File: config.mk
export PLATFORM = sky130hd
export DESIGN_NAME = lcd_bus_scheduler
export DESIGN_NICKNAME = d
export VERILOG_FILES = /design/src/rtl/lcd_pkg.sv /design/src/rtl/lcd_cycle_timer.sv /design/src/rtl/lcd_bus_scheduler.sv
export SDC_FILE = /design/constraint.sdc
export NUM_CORES = 1
export LEC_CHECK = 0
export CORE_MARGIN = 2
export CORE_UTILIZATION = 45
export DETAILED_ROUTE_END_ITERATION = 16
export PLACE_DENSITY_LB_ADDON = 0.1
export SYNTH_ARGS = -nofsm -noshare
export SYNTH_HDL_FRONTEND = slang
export SYNTH_SLANG_ARGS = --single-unit
export TNS_END_PERCENT = 50
File: constraint.sdc
create_clock -name clk -period 2.3 [get_ports clk]
set_clock_uncertainty 0.05 [all_clocks]
set_input_delay 0.46 -clock clk [delete_from_list [all_inputs] [get_ports clk]]
set_output_delay 0.46 -clock clk [all_outputs]
set_load 0.02 [all_outputs]
File: src/rtl/lcd_pkg.sv
// Shared types, init command ROM and command classification for the LCD bus scheduler.
// Pure declarations: no latency, no flow control of its own.
package lcd_pkg;

  typedef enum logic [2:0] {
    ST_PWRUP,
    ST_INIT_LOAD,
    ST_SETUP,
    ST_E_HIGH,
    ST_HOLD,
    ST_WAIT,
    ST_IDLE
  } lcd_state_e;

  // One bus transfer as it appears on the RS/DB pins.
  typedef struct packed {
    logic       rs;
    logic [7:0] dat;
  } lcd_xfer_t;

  localparam logic [7:0] LCD_CMD_FUNCSET = 8'h38;
  localparam logic [7:0] LCD_CMD_DISPON  = 8'h0C;
  localparam logic [7:0] LCD_CMD_CLEAR   = 8'h01;
  localparam logic [7:0] LCD_CMD_ENTRY   = 8'h06;

  // Clear and return-home need the long execution wait on the controller.
  function automatic logic is_long_cmd(input logic rs, input logic [7:0] data);
    return !rs && (data == 8'h01 || data == 8'h02 || data == 8'h03);
  endfunction

  function automatic logic [7:0] init_rom(input logic [1:0] idx);
    case (idx)
      2'd0:    return LCD_CMD_FUNCSET;
      2'd1:    return LCD_CMD_DISPON;
      2'd2:    return LCD_CMD_CLEAR;
      default: return LCD_CMD_ENTRY;
    endcase
  endfunction

  function automatic int cyc_max(input int a, input int b);
    return (a > b) ? a : b;
  endfunction

endpackage

File: src/rtl/lcd_cycle_timer.sv
// Loadable down-counter shared by every timed scheduler state; done is high while the count is zero.
// Load takes effect on the next edge; no backpressure.
module lcd_cycle_timer #(
  parameter int           W       = 8,
  parameter logic [W-1:0] RST_VAL = '0
) (
  input  logic         clk,
  input  logic         rst_n,
  input  logic         load,
  input  logic [W-1:0] value,
  output logic         done
);

  logic [W-1:0] cnt_q, cnt_d;

  always_comb begin
    cnt_d = cnt_q;
    if (load) begin
      cnt_d = value;
    end else if (cnt_q != '0) begin
      cnt_d = cnt_q - 1'b1;
    end
  end

  always_ff @(posedge clk or negedge rst_n) begin
    if (!rst_n) begin
      cnt_q <= RST_VAL;
    end else begin
      cnt_q <= cnt_d;
    end
  end

  assign done = (cnt_q == '0);

endmodule

File: src/rtl/lcd_bus_scheduler.sv
// HD44780 bus scheduler: power-up init, then arbitrated requester writes; ack one cycle after valid seen in IDLE.
// Requesters hold valid until ack; LCD_SCHED_RR_EN selects round-robin, otherwise port 0 has fixed priority.
module lcd_bus_scheduler
  import lcd_pkg::*;
#(
  parameter int SETUP_CYC        = 2,
  parameter int E_HIGH_CYC       = 12,
  parameter int HOLD_CYC         = 1,
  parameter int CMD_WAIT_CYC     = 2000,
  parameter int CLEAR_WAIT_CYC   = 80000,
  parameter int POWERUP_WAIT_CYC = 2000000
) (
  input  logic       clk,
  input  logic       rst_n,
  input  logic       req0_valid,
  input  logic       req0_rs,
  input  logic [7:0] req0_data,
  output logic       req0_ack,
  input  logic       req1_valid,
  input  logic       req1_rs,
  input  logic [7:0] req1_data,
  output logic       req1_ack,
  output logic       lcd_rs,
  output logic       lcd_e,
  output logic [7:0] lcd_db,
  output logic       init_done,
  output logic       busy
);

  localparam int MAX_CYC = cyc_max(cyc_max(cyc_max(SETUP_CYC, E_HIGH_CYC), cyc_max(HOLD_CYC, CMD_WAIT_CYC)),
                                   cyc_max(CLEAR_WAIT_CYC, POWERUP_WAIT_CYC));
  localparam int CW = $clog2(MAX_CYC) + 1;

  localparam logic [CW-1:0] SETUP_LD = CW'(SETUP_CYC - 1);
  localparam logic [CW-1:0] EHIGH_LD = CW'(E_HIGH_CYC - 1);
  localparam logic [CW-1:0] HOLD_LD  = CW'(HOLD_CYC - 1);
  localparam logic [CW-1:0] CMD_LD   = CW'(CMD_WAIT_CYC - 1);
  localparam logic [CW-1:0] CLR_LD   = CW'(CLEAR_WAIT_CYC - 1);
  localparam logic [CW-1:0] PWRUP_LD = CW'(POWERUP_WAIT_CYC - 1);

  lcd_state_e    state_q, state_d;
  logic [1:0]    idx_q, idx_d;
  logic          init_done_q, init_done_d;
  lcd_xfer_t     bus_q, bus_d;
  logic          lcd_e_q, lcd_e_d;
  logic          ack0_q, ack0_d;
  logic          ack1_q, ack1_d;
  logic          tmr_load;
  logic [CW-1:0] tmr_val;
  logic          tmr_done;
  logic          pick1;

  // Reset value preloads the power-up wait so PWRUP needs no extra load cycle.
  lcd_cycle_timer #(
    .W      (CW),
    .RST_VAL(PWRUP_LD)
  ) u_timer (
    .clk  (clk),
    .rst_n(rst_n),
    .load (tmr_load),
    .value(tmr_val),
    .done (tmr_done)
  );

`ifdef LCD_SCHED_RR_EN
  // ptr_q names the port that wins the next tie.
  logic ptr_q, ptr_d;

  always_ff @(posedge clk or negedge rst_n) begin
    if (!rst_n) begin
      ptr_q <= 1'b0;
    end else begin
      ptr_q <= ptr_d;
    end
  end

  assign pick1 = req1_valid && (!req0_valid || ptr_q);
`else
  assign pick1 = !req0_valid;
`endif

  always_comb begin
    state_d     = state_q;
    idx_d       = idx_q;
    init_done_d = init_done_q;
    bus_d       = bus_q;
    ack0_d      = 1'b0;
    ack1_d      = 1'b0;
    tmr_load    = 1'b0;
    tmr_val     = SETUP_LD;
`ifdef LCD_SCHED_RR_EN
    ptr_d       = ptr_q;
`endif
    case (state_q)
      ST_PWRUP: begin
        if (tmr_done) state_d = ST_INIT_LOAD;
      end
      ST_INIT_LOAD: begin
        bus_d    = '{rs: 1'b0, dat: init_rom(idx_q)};
        tmr_load = 1'b1;
        tmr_val  = SETUP_LD;
        state_d  = ST_SETUP;
      end
      ST_SETUP: begin
        if (tmr_done) begin
          tmr_load = 1'b1;
          tmr_val  = EHIGH_LD;
          state_d  = ST_E_HIGH;
        end
      end
      ST_E_HIGH: begin
        if (tmr_done) begin
          tmr_load = 1'b1;
          tmr_val  = HOLD_LD;
          state_d  = ST_HOLD;
        end
      end
      ST_HOLD: begin
        if (tmr_done) begin
          tmr_load = 1'b1;
          tmr_val  = is_long_cmd(bus_q.rs, bus_q.dat) ? CLR_LD : CMD_LD;
          state_d  = ST_WAIT;
        end
      end
      ST_WAIT: begin
        if (tmr_done) begin
          if (init_done_q) begin
            state_d = ST_IDLE;
          end else if (idx_q == 2'd3) begin
            init_done_d = 1'b1;
            state_d     = ST_IDLE;
          end else begin
            idx_d   = idx_q + 2'd1;
            state_d = ST_INIT_LOAD;
          end
        end
      end
      ST_IDLE: begin
        if (init_done_q && (req0_valid || req1_valid)) begin
          ack0_d   = !pick1;
          ack1_d   = pick1;
          bus_d    = pick1 ? '{rs: req1_rs, dat: req1_data} : '{rs: req0_rs, dat: req0_data};
          tmr_load = 1'b1;
          tmr_val  = SETUP_LD;
          state_d  = ST_SETUP;
`ifdef LCD_SCHED_RR_EN
          ptr_d    = !pick1;
`endif
        end
      end
      default: state_d = ST_PWRUP;
    endcase
    lcd_e_d = (state_d == ST_E_HIGH);
  end

  always_ff @(posedge clk or negedge rst_n) begin
    if (!rst_n) begin
      state_q     <= ST_PWRUP;
      idx_q       <= '0;
      init_done_q <= 1'b0;
      bus_q       <= '0;
      lcd_e_q     <= 1'b0;
      ack0_q      <= 1'b0;
      ack1_q      <= 1'b0;
    end else begin
      state_q     <= state_d;
      idx_q       <= idx_d;
      init_done_q <= init_done_d;
      bus_q       <= bus_d;
      lcd_e_q     <= lcd_e_d;
      ack0_q      <= ack0_d;
      ack1_q      <= ack1_d;
    end
  end

  assign req0_ack  = ack0_q;
  assign req1_ack  = ack1_q;
  assign lcd_rs    = bus_q.rs;
  assign lcd_db    = bus_q.dat;
  assign lcd_e     = lcd_e_q;
  assign init_done = init_done_q;
  assign busy      = (state_q != ST_IDLE);

endmodule

---- Word level (Yosys, flattened, before mapping) ----
Cells that the tools add are included.
word-level totals
  flip-flop bits (word level) ............. 40
  input port bits ......................... 22
  output and inout port bits .............. 14
  word-level logic and storage cells ...... 74
operators by class
  add/subtract/negate cells ............... 2
  equality and inequality tests ........... 15
  muxes and demuxes ....................... 29
  bitwise gates (word level) .............. 2
  reductions and logical operators ........ 17
operators with widths
  kind                                                                    number
  17-bit one-hot mux with 3 select lines                                  1
  22-bit two-way mux                                                      2
  17-bit two-way mux                                                      2
  3-bit two-way mux                                                       8
  22-bit zero test                                                        1
  22-bit nonzero test                                                     1
  22-bit by 1-bit subtractor with 22-bit output (second input constant)   1
  3-bit one-hot mux with 7 select lines                                   1
  9-bit two-way mux                                                       2
  6-bit one-hot mux with 3 select lines                                   1
  9-bit one-hot mux with 2 select lines                                   1
  8-bit by 2-bit equality test with 1-bit output (second input constant)  2
  3-bit by 2-bit equality test with 1-bit output (second input constant)  3
  3-bit equality test (second input constant)                             3
  1-bit two-way mux                                                       9
  8-bit by 1-bit equality test with 1-bit output (second input constant)  1
  2-bit equality test (second input constant)                             2
  4-bit two-way mux                                                       1
  2-bit AND reduction                                                     2
  4-bit AND reduction                                                     1
  2-bit nonzero test                                                      2
  3-bit by 1-bit equality test with 1-bit output (second input constant)  1
  3-bit zero test                                                         1
  1-bit logical OR                                                        3
  other kinds (10)                                                        13

---- Logic depth before layout (Yosys ltp) ----
Gate-level depths: netlist (run 1).
  depth in word-level cells ............... 8
  depth in mapped cells ................... 7
  mapped depth without buffers ............ 6

---- Hierarchy ----
Synthesis (run 1) repeated with hierarchy kept, for this count alone.
unflattened totals
  cell total of the unflattened synthesis .. 251
  area total of the unflattened synthesis .. 2538.7 um^2
modules (own cells, without submodules)
  module             times used  cells an instance  area each (um^2)  seq. area each (um^2)
  lcd_cycle_timer    1           150                1378.8            566.8
  lcd_bus_scheduler  1           101                1159.9            450.4

---- Least setup slack after synthesis (run 1) ----
Ideal clock, no wire load.
  path kind ............................... reg2reg
  from .................................... register u_timer.cnt_q[6]
  to ...................................... register u_timer.cnt_q[20]
  library setup time ...................... 0.073 ns
  arrival ................................. 2.258 ns
  required time ........................... 2.177 ns
  path slack .............................. -0.081 ns
  stages on the path, launching flop included .. 7
  path buffers ............................ 2
  clock period less this slack ............ 2.381 ns
  cell sequence ........................... dfstp_2 > or4_1 > buf_2 > or4b_1 > buf_2 > or4b_1 > a21oi_1
on the way
  longest elaborated chain between the ends .. 4
ends and longest elaborated chain
  item                                                                                   RTL line               source
  start: declaration                                                                     lcd_cycle_timer.sv:14  logic [W-1:0] cnt_q, cnt_d;
  start signal: assignment                                                               lcd_cycle_timer.sv:29  cnt_q <= cnt_d;
  branches (longest 4 deep; another with 22-bit by 1-bit subtractor with 22-bit output)  n/a
Several ways; the timed one is not identified. The select of a mux whose other input is x is not followed.
A chain may end at the register's enable or synchronous reset.

---- Final worst setup path (run 1) ----
  from .................................... register u_timer.cnt_q[6]
  to ...................................... register u_timer.cnt_q[14]
on the way
  longest elaborated chain between the ends .. 4
ends and longest elaborated chain
  item
  branches (longest 4 deep; another with 22-bit by 1-bit subtractor with 22-bit output)
Several ways; the timed one is not identified. The select of a mux whose other input is x is not followed.

==> flow_summary_export.csv, run 1 <==
group,metric,value,unit
logic_synthesis,synthAdderAreaFrac,0.0318,
floorplan,rows,26,
logic_synthesis,syn_avg_cell_area,9.29,sq um
sta,rsz0062_at_grt,"true",
global_routing,grt.busiest_layer,"met2",
global_routing,gr-usage-met1,0.275,
drt,viasPerCell,5.47,
status,status,"completed",
placement,place_hpwl,4220,um
drt,wl,5640,um
floorplan,die_w,76.4,um
floorplan,dieArea,0.00584,sq mm
global_routing,grt_max_degree,41,
worst_setup_path,crit_path_cell_trace,"or4_1, or4b_1, buf_4, or3_1, a21oi_1",
worst_setup_path,reg2reg_slack,0.02,ns
pwr,ir_worst_vdd,0.386,mV
logic_synthesis,synthSimpleGateAreaFrac,0.227,
sta,setup_viol,0,
sta,max_slew_margin,0.662,
logic_synthesis,yosysUniqueCellTypes,49,
cts,ctsHoldBuffers,0,
logic_synthesis,synth_compound_area_frac,0.171,
floorplan,dieHeight,76.4,um
logic_synthesis,synth_top_family_by_area,"simple AND/OR/NAND/NOR gates",
logic_synthesis,ys_ff_latch,40,
logic_synthesis,ys.flop_type,"dfrtp_1",
cells_and_area,final_cell_mix,"clkdlybuf4s50_1 (34), buf_4 (33), dfrtp_1 (27)",
drt,vias,2124,
sta,post-route-period-util,0.990,
cells_and_area,drive_above_1_share,0.211,
drt,drc,0,
worst_setup_path,cp_data_required_time,2.47,ns
placement,gp_congestion,0.886,
cells_and_area,fin_area,0.00321,sq mm
cts,clk-insertion-delay-late,0.29,ns
worst_setup_path,cp_num_cells,5,
drt,drt_iter0_drc,72,
sta,fin_ws,0.0231,ns
cells_and_area,multi_input_area,0.00128,sq mm
logic_synthesis,synth_mux_area_frac,0.0514,
pwr,fin_total_pwr,1.58,mW
logic_synthesis,postSynth.asyncResetShare,1.00,
worst_setup_path,critical_path.top_delay_family,"simple AND/OR/NAND/NOR gates",
floorplan,io_pins,36,
cts,clkSlewWorstSetupHoldPaths,0.08,ns
cells_and_area,final_nets,345,
logic_synthesis,synth_xor_area_frac,0.0483,
sta,finalHoldViolCount,0,
global_routing,grt.overflow.total,0,
worst_setup_path,start_kind,"flip-flop",
logic_synthesis,synth_edf_count,0,
placement,dp_slack,-0.0391,ns
cells_and_area,fillers,479,
global_routing,grt_pass1_wl,9950,um
worst_setup_path,rr_startpoint,"u_timer.cnt_q[6]$_DFFE_PN1P_",
worst_setup_path,crit_path_end_kind,"flip-flop",
flow_run,max-cap-violations,0,
cells_and_area,n_antenna_cell,0,
logic_synthesis,synth.cell_area,0.00236,sq mm
logic_synthesis,yosysSeqAreaShare,0.431,
logic_synthesis,yosysWarnings,0,
sta,holdWs,0.168,ns
worst_setup_path,critPathSlowestCell,"or4_1",
global_routing,use_met2,0.353,
worst_setup_path,path_max_fanout,4,
cells_and_area,final_common_cell,"clkdlybuf4s50_1",
worst_setup_path,cp_num_buf_inv,1,
worst_setup_path,crit-reg2reg-capture,"u_timer.cnt_q[14]$_DFFE_PN0P_",
cts,ctsRootBufferMaster,"clkbuf_8",
global_routing,grt_pass1_vias,2092,
cells_and_area,area_delta_synth_final,36.2,%
worst_setup_path,crit_type,"reg -> reg",
cts,cts_max_level,2,
global_routing,gr-usage-met3,0.0344,
logic_synthesis,syn_inst,254,
sta,period_minus_slack,2.28,ns
global_routing,grt_use_total,0.209,
cts,cts.path.max_buffers,2,
cts,cts_sinks,40,
logic_synthesis,syn_nets,282,
drt,ant_nets,0,
worst_setup_path,crit_end,"u_timer.cnt_q[14]$_DFFE_PN0P_",
pwr,p_leak,1.31,nW
drt,post_drt_wl_per_cell,14.5,um
sta,worst_pin_slew,0.507,ns
placement,placed_area,0.00305,sq mm
worst_setup_path,worstPathArrival,2.45,ns
floorplan,core,0.00507,sq mm
floorplan,initial_utilization,0.465,
worst_setup_path,critPathMaxStageDelay,0.58,ns
drt,drt_pass1_iterations,4,
cts,cts_tree,"built",
sta,fmax,439,MHz
pwr,powerDensity,491,mW/mm^2
placement,io_buffers,35,
worst_setup_path,crit_start,"u_timer.cnt_q[6]$_DFFE_PN1P_",
hold_path,hold_class,"in -> async",
worst_setup_path,reg2regPathDepth,5,
sta,slew_violations,0,
global_routing,antenna_found_initial,0,
cells_and_area,seqCellArea,0.00102,sq mm
cts,cts_inserted_buffers,5,
-- synth_stat cells (2+ instances only) --
cell type / count / area share
a211oi_1: 2 / 0.0064
a21o_1: 2 / 0.0064
a21oi_1: 14 / 0.030
buf_1: 2 / 0.0032
buf_2: 2 / 0.0042
clkbuf_1: 10 / 0.016
dfrtp_1: 27 / 0.29
dfstp_2: 13 / 0.14
ha_1: 6 / 0.032
inv_1: 9 / 0.014
mux2i_1: 11 / 0.047
nand2_1: 16 / 0.025
nand2b_1: 3 / 0.0080
nand3_1: 4 / 0.0085
nand4_1: 4 / 0.011
nand4b_1: 2 / 0.0074
nor2_1: 17 / 0.027
nor2b_1: 3 / 0.0080
nor3_1: 11 / 0.023
nor3b_1: 4 / 0.013
nor4_1: 6 / 0.016
o211ai_1: 3 / 0.0095
o21ai_0: 23 / 0.049
o31ai_1: 11 / 0.035
or3_1: 6 / 0.016
or4_1: 8 / 0.025
or4b_1: 2 / 0.0085
xnor2_1: 11 / 0.041
xor2_1: 2 / 0.0074
-- registers in the layout, indices dropped and copies added (netlist names) --
| name | cells |
|---|---|
| idx_q | 2 |
| u_timer.cnt_q | 22 |
| req0_ack | 1 |
| state_q | 3 |
| lcd_db | 8 |
| req1_ack | 1 |
| lcd_rs | 1 |
| lcd_e | 1 |
| init_done | 1 |
-- per-stage QoR --
step	utilization	std cells	setup TNS, ns
6_report	0.633	388	0
5_1_grt	0.633	388	-0.108
4_1_cts	0.631	388	0
3_5_place_dp	0.600	380	-0.0445
3_3_place_gp	0.600	380	-0.00224
2_1_floorplan	-	254	-0.0976
-- timing repair --
item                       in CTS  in global routing
buffers inserted                0                  0
pin swaps                       1                  0
resized for setup               0                  3
setup endpoints to repair       5                  7
-- worst min path at each step --
stage               cells past startpoint                            end  slack, ns                  start
global route                            2   u_timer.cnt_q[9]$_DFFE_PN0P_       0.22                  rst_n
floorplan                               0           idx_q[0]$_DFFE_PN0P_       0.11                  rst_n
global placement                        2          lcd_db[6]$_DFFE_PN0P_       0.43  lcd_db[6]$_DFFE_PN0P_
detailed placement                      2          lcd_db[7]$_DFFE_PN0P_       0.44  lcd_db[7]$_DFFE_PN0P_
CTS                                     2   u_timer.cnt_q[9]$_DFFE_PN0P_       0.19                  rst_n
finish                                  2  u_timer.cnt_q[21]$_DFFE_PN0P_       0.17                  rst_n
-- layer usage --
layer | wire length, um | share of wire | vias up
li1 | - | - | 1072
met1 | 2560 | 0.45 | 1003
met2 | 2800 | 0.50 | 40
met3 | 202 | 0.036 | 9
met4 | 85 | 0.015 | 0
met5 | 0 | 0 | -
-- cell families after synthesis --
kind of cell	after synthesis
AOI/OAI and AO/OA	65
xor gates and xnor gates	13
adders and majority gates	6
buffers and inverters	24
DFF	40
muxes	12
and+or+nand+nor	94
-- report_power, final --
group / switching (mW) / internal, mW / total [mW] / leakage [nW]
clock: 0.261 / 0.499 / 0.760 / 0.0765
sequential: 0.00585 / 0.712 / 0.718 / 0.468
combinational: 0.0433 / 0.0570 / 0.100 / 0.762
-- area by class of cell --
type / instances / share of cell area
tap: 70 / 0.0273
timing repair buffer: 70 / 0.197
sequential: 40 / 0.317
clock inverter: 2 / 0.0187
multi-input combinational: 190 / 0.400
inverter: 10 / 0.0117
clock buffer: 6 / 0.0292
No activity file was read; power rests on OpenSTA's default activity.
==> inputs of run 2 (changes only) <==
--- a/config.mk
+++ b/config.mk
@@ -5,6 +5,7 @@
 export SDC_FILE = /design/constraint.sdc
 export NUM_CORES = 1
 export LEC_CHECK = 0
+export CAP_MARGIN = 20
 export CORE_MARGIN = 2
 export CORE_UTILIZATION = 45
 export DETAILED_ROUTE_END_ITERATION = 16
==> results of run 2 <==
Same layout as run 1: the final DEF is identical, and so are final timing and power.
==> RTL edit, RTL diff (settings of run 2) <==
Change the parameter `CMD_WAIT_CYC` from 2000 to 500.
--- a/src/rtl/lcd_bus_scheduler.sv
+++ b/src/rtl/lcd_bus_scheduler.sv
@@ -7,5 +7,5 @@
   parameter int E_HIGH_CYC       = 12,
   parameter int HOLD_CYC         = 1,
-  parameter int CMD_WAIT_CYC     = 2000,
+  parameter int CMD_WAIT_CYC     = 500,
   parameter int CLEAR_WAIT_CYC   = 80000,
   parameter int POWERUP_WAIT_CYC = 2000000
Function: same outputs for any inputs over 10 cycles, from zero or initial values and one cycle with rst_n low; that may be too few to reach the edited logic, so the function may still have changed.
==> RTL edit against run 2 <==
  * Sequential cell count unchanged
  * Synthesized area up 4.4%
  * Cell area down 2.6%
  * Synthesized cell count rose by 6.3%
  * Non-clock buffer count decreased by 13
  * Worst hold slack better by 14 ps
  * Largest power group is now sequential cells
  * Power down 20%
  * Worst setup slack better by 8.1 ps
  * Routed wire length is 8.3% higher
  * Critical endpoint is now idx_q[1]$_DFFE_PN0P_
  * Sequential share of layout area is 0.84 points higher
==> RTL edit: results (changes against run 2) <==
- Switching share of power: 24.21% (was 19.66%)
- WL met1: 3.019 mm (was 2.558 mm)
- Final WS setup: 31.22 ps (was 23.11 ps)
- Synth Area in Adders: 2.539% (was 3.181%)
- CP max stage delay: 520 ps (was 580 ps)
- HP Class: in2async (unchanged)
- GRT Resource Usage Total: 21.29% (was 20.93%)
- Clock group: 0.495 mW (was 0.760 mW)
- Mux share of post-synthesis cell area: 3.758% (was 5.143%)
- Worst Reg-to-Reg Cells: 7 (was 5)
- Clk buf depth: 2 (unchanged)
- Xor and xnor area share after synthesis: 4.622% (was 4.825%)
- CP Capture Point: idx_q[1]$_DFFE_PN0P_ (was u_timer.cnt_q[14]$_DFFE_PN0P_)
- Crit path launch: u_timer.cnt_q[1]$_DFFE_PN1P_ (was u_timer.cnt_q[6]$_DFFE_PN1P_)
- Routability-driven placement congestion ratio: 0.8374 (was 0.8859)
- Worst slack, placed: 20.36 ps (was -39.12 ps)
- PwrDens: 403.9 nW/µm² (was 491.3 nW/µm²)
- Synth unique cells: 58 (was 49)
- Vias per cell: 5.552 (was 5.474)
- Nets: 349 (was 345)
- Proportion of layout cells with a drive suffix above 1: 19.50% (was 21.07%)
- Number of global-route vias before repair: 2090 (was 2092)
- Initial antenna violation count: 0 (unchanged)
- Avg Inst Size Synth: 9.124 µm² (was 9.290 µm²)
- DR WL/cell: 15.54 µm (was 14.54 µm)
- 1st-iter DRT viols: 131 (was 72)
- Compound-cell area share of the yosys netlist: 19.40% (was 17.13%)
- Max-slew headroom: 47.06% (was 66.22%)
- Finished Layout Cells: 393 (was 388)
- Sequential fraction of the synthesis area: 41.29% (was 43.11%)
- Highest-delay cell along the critical path: or4b_4 (was or4_1)
- Biggest register: u_timer.cnt_q (unchanged)
- Placed cell area: 3027 µm² (was 3047 µm²)
- Seq. pwr: 0.704 mW (was 0.718 mW)
- Leak: 1.283 nW (was 1.307 nW)
- Maximum VDD drop: 313.7 µV (was 386.3 µV)
- Commonest cells post-synth: nand2_1, dfrtp_1, nor2_1 (was dfrtp_1, o21ai_0, nor2_1)
- Largest net degree at the start of global routing: 36 (was 41)
- Crit path max fanout: 5 (was 4)
- Max Used Layer: met4 (unchanged)
- Fin Hold WS: 181.9 ps (was 167.6 ps)
- Synth Net Count: 297 (was 282)
- DP HPWL: 4.524 mm (was 4.216 mm)
- Met3 wire length: 215 µm (was 202 µm)
- Synth top area share: 27.43% (was 28.63%)
- Outcome: completed (unchanged)
- Async S/R FF share, synth: 100.0% (unchanged)
- Clock Latency Late Sink: 310 ps (was 290 ps)
- WP data arrival: 2410 ps (was 2450 ps)
- First-pass GRT wire length: 10.25 mm (was 9.949 mm)
- Synth top area cells: dfrtp_1, dfstp_2, nand2_1 (was dfrtp_1, dfstp_2, o21ai_0)
- Number of gates resized after CTS: 2 (was 0)
- WL met2: 2.790 mm (was 2.797 mm)
-- RTL edit: cell count changes after synthesis, sizes merged, moves of 4 or more --
cell and delta:
xor2 +9, nand2 +15, o21ai -8, a21oi +6, nor2 +10, xnor2 -9, mux2i -4, or4 -5
-- RTL edit: logic make-up (layout without fill, tap and decap cells) --
group                    count (synthesis)  in the layout
AND/OR/NAND/NOR                        111            111
flip-flops                              40             40
adder cells (fa/ha/maj)                  5              5
XOR/XNOR                                13             13
buffers and inverters                   21             74
AO/OA/AOI/OAI                           71             71
multiplexers                             9              9
-- RTL edit: final cells by class --
cell class              count  area, µm²
fillers                   473       2074
flip-flops and latches     40       1017
multi-input cells         209       1386
inverters                   9      33.78
repair buffers             57      513.0
clock inverters             3      23.77
clock buffers               5      68.82
well taps                  70      87.58
-- RTL edit: metal layers --
metal | GRT usage, % | up-vias
met1 | 31.28 | 1043
met5 | 0 | -
li1 | - | 1082
met3 | 3.488 | 7
met4 | 6.842 | 0
met2 | 31.98 | 50
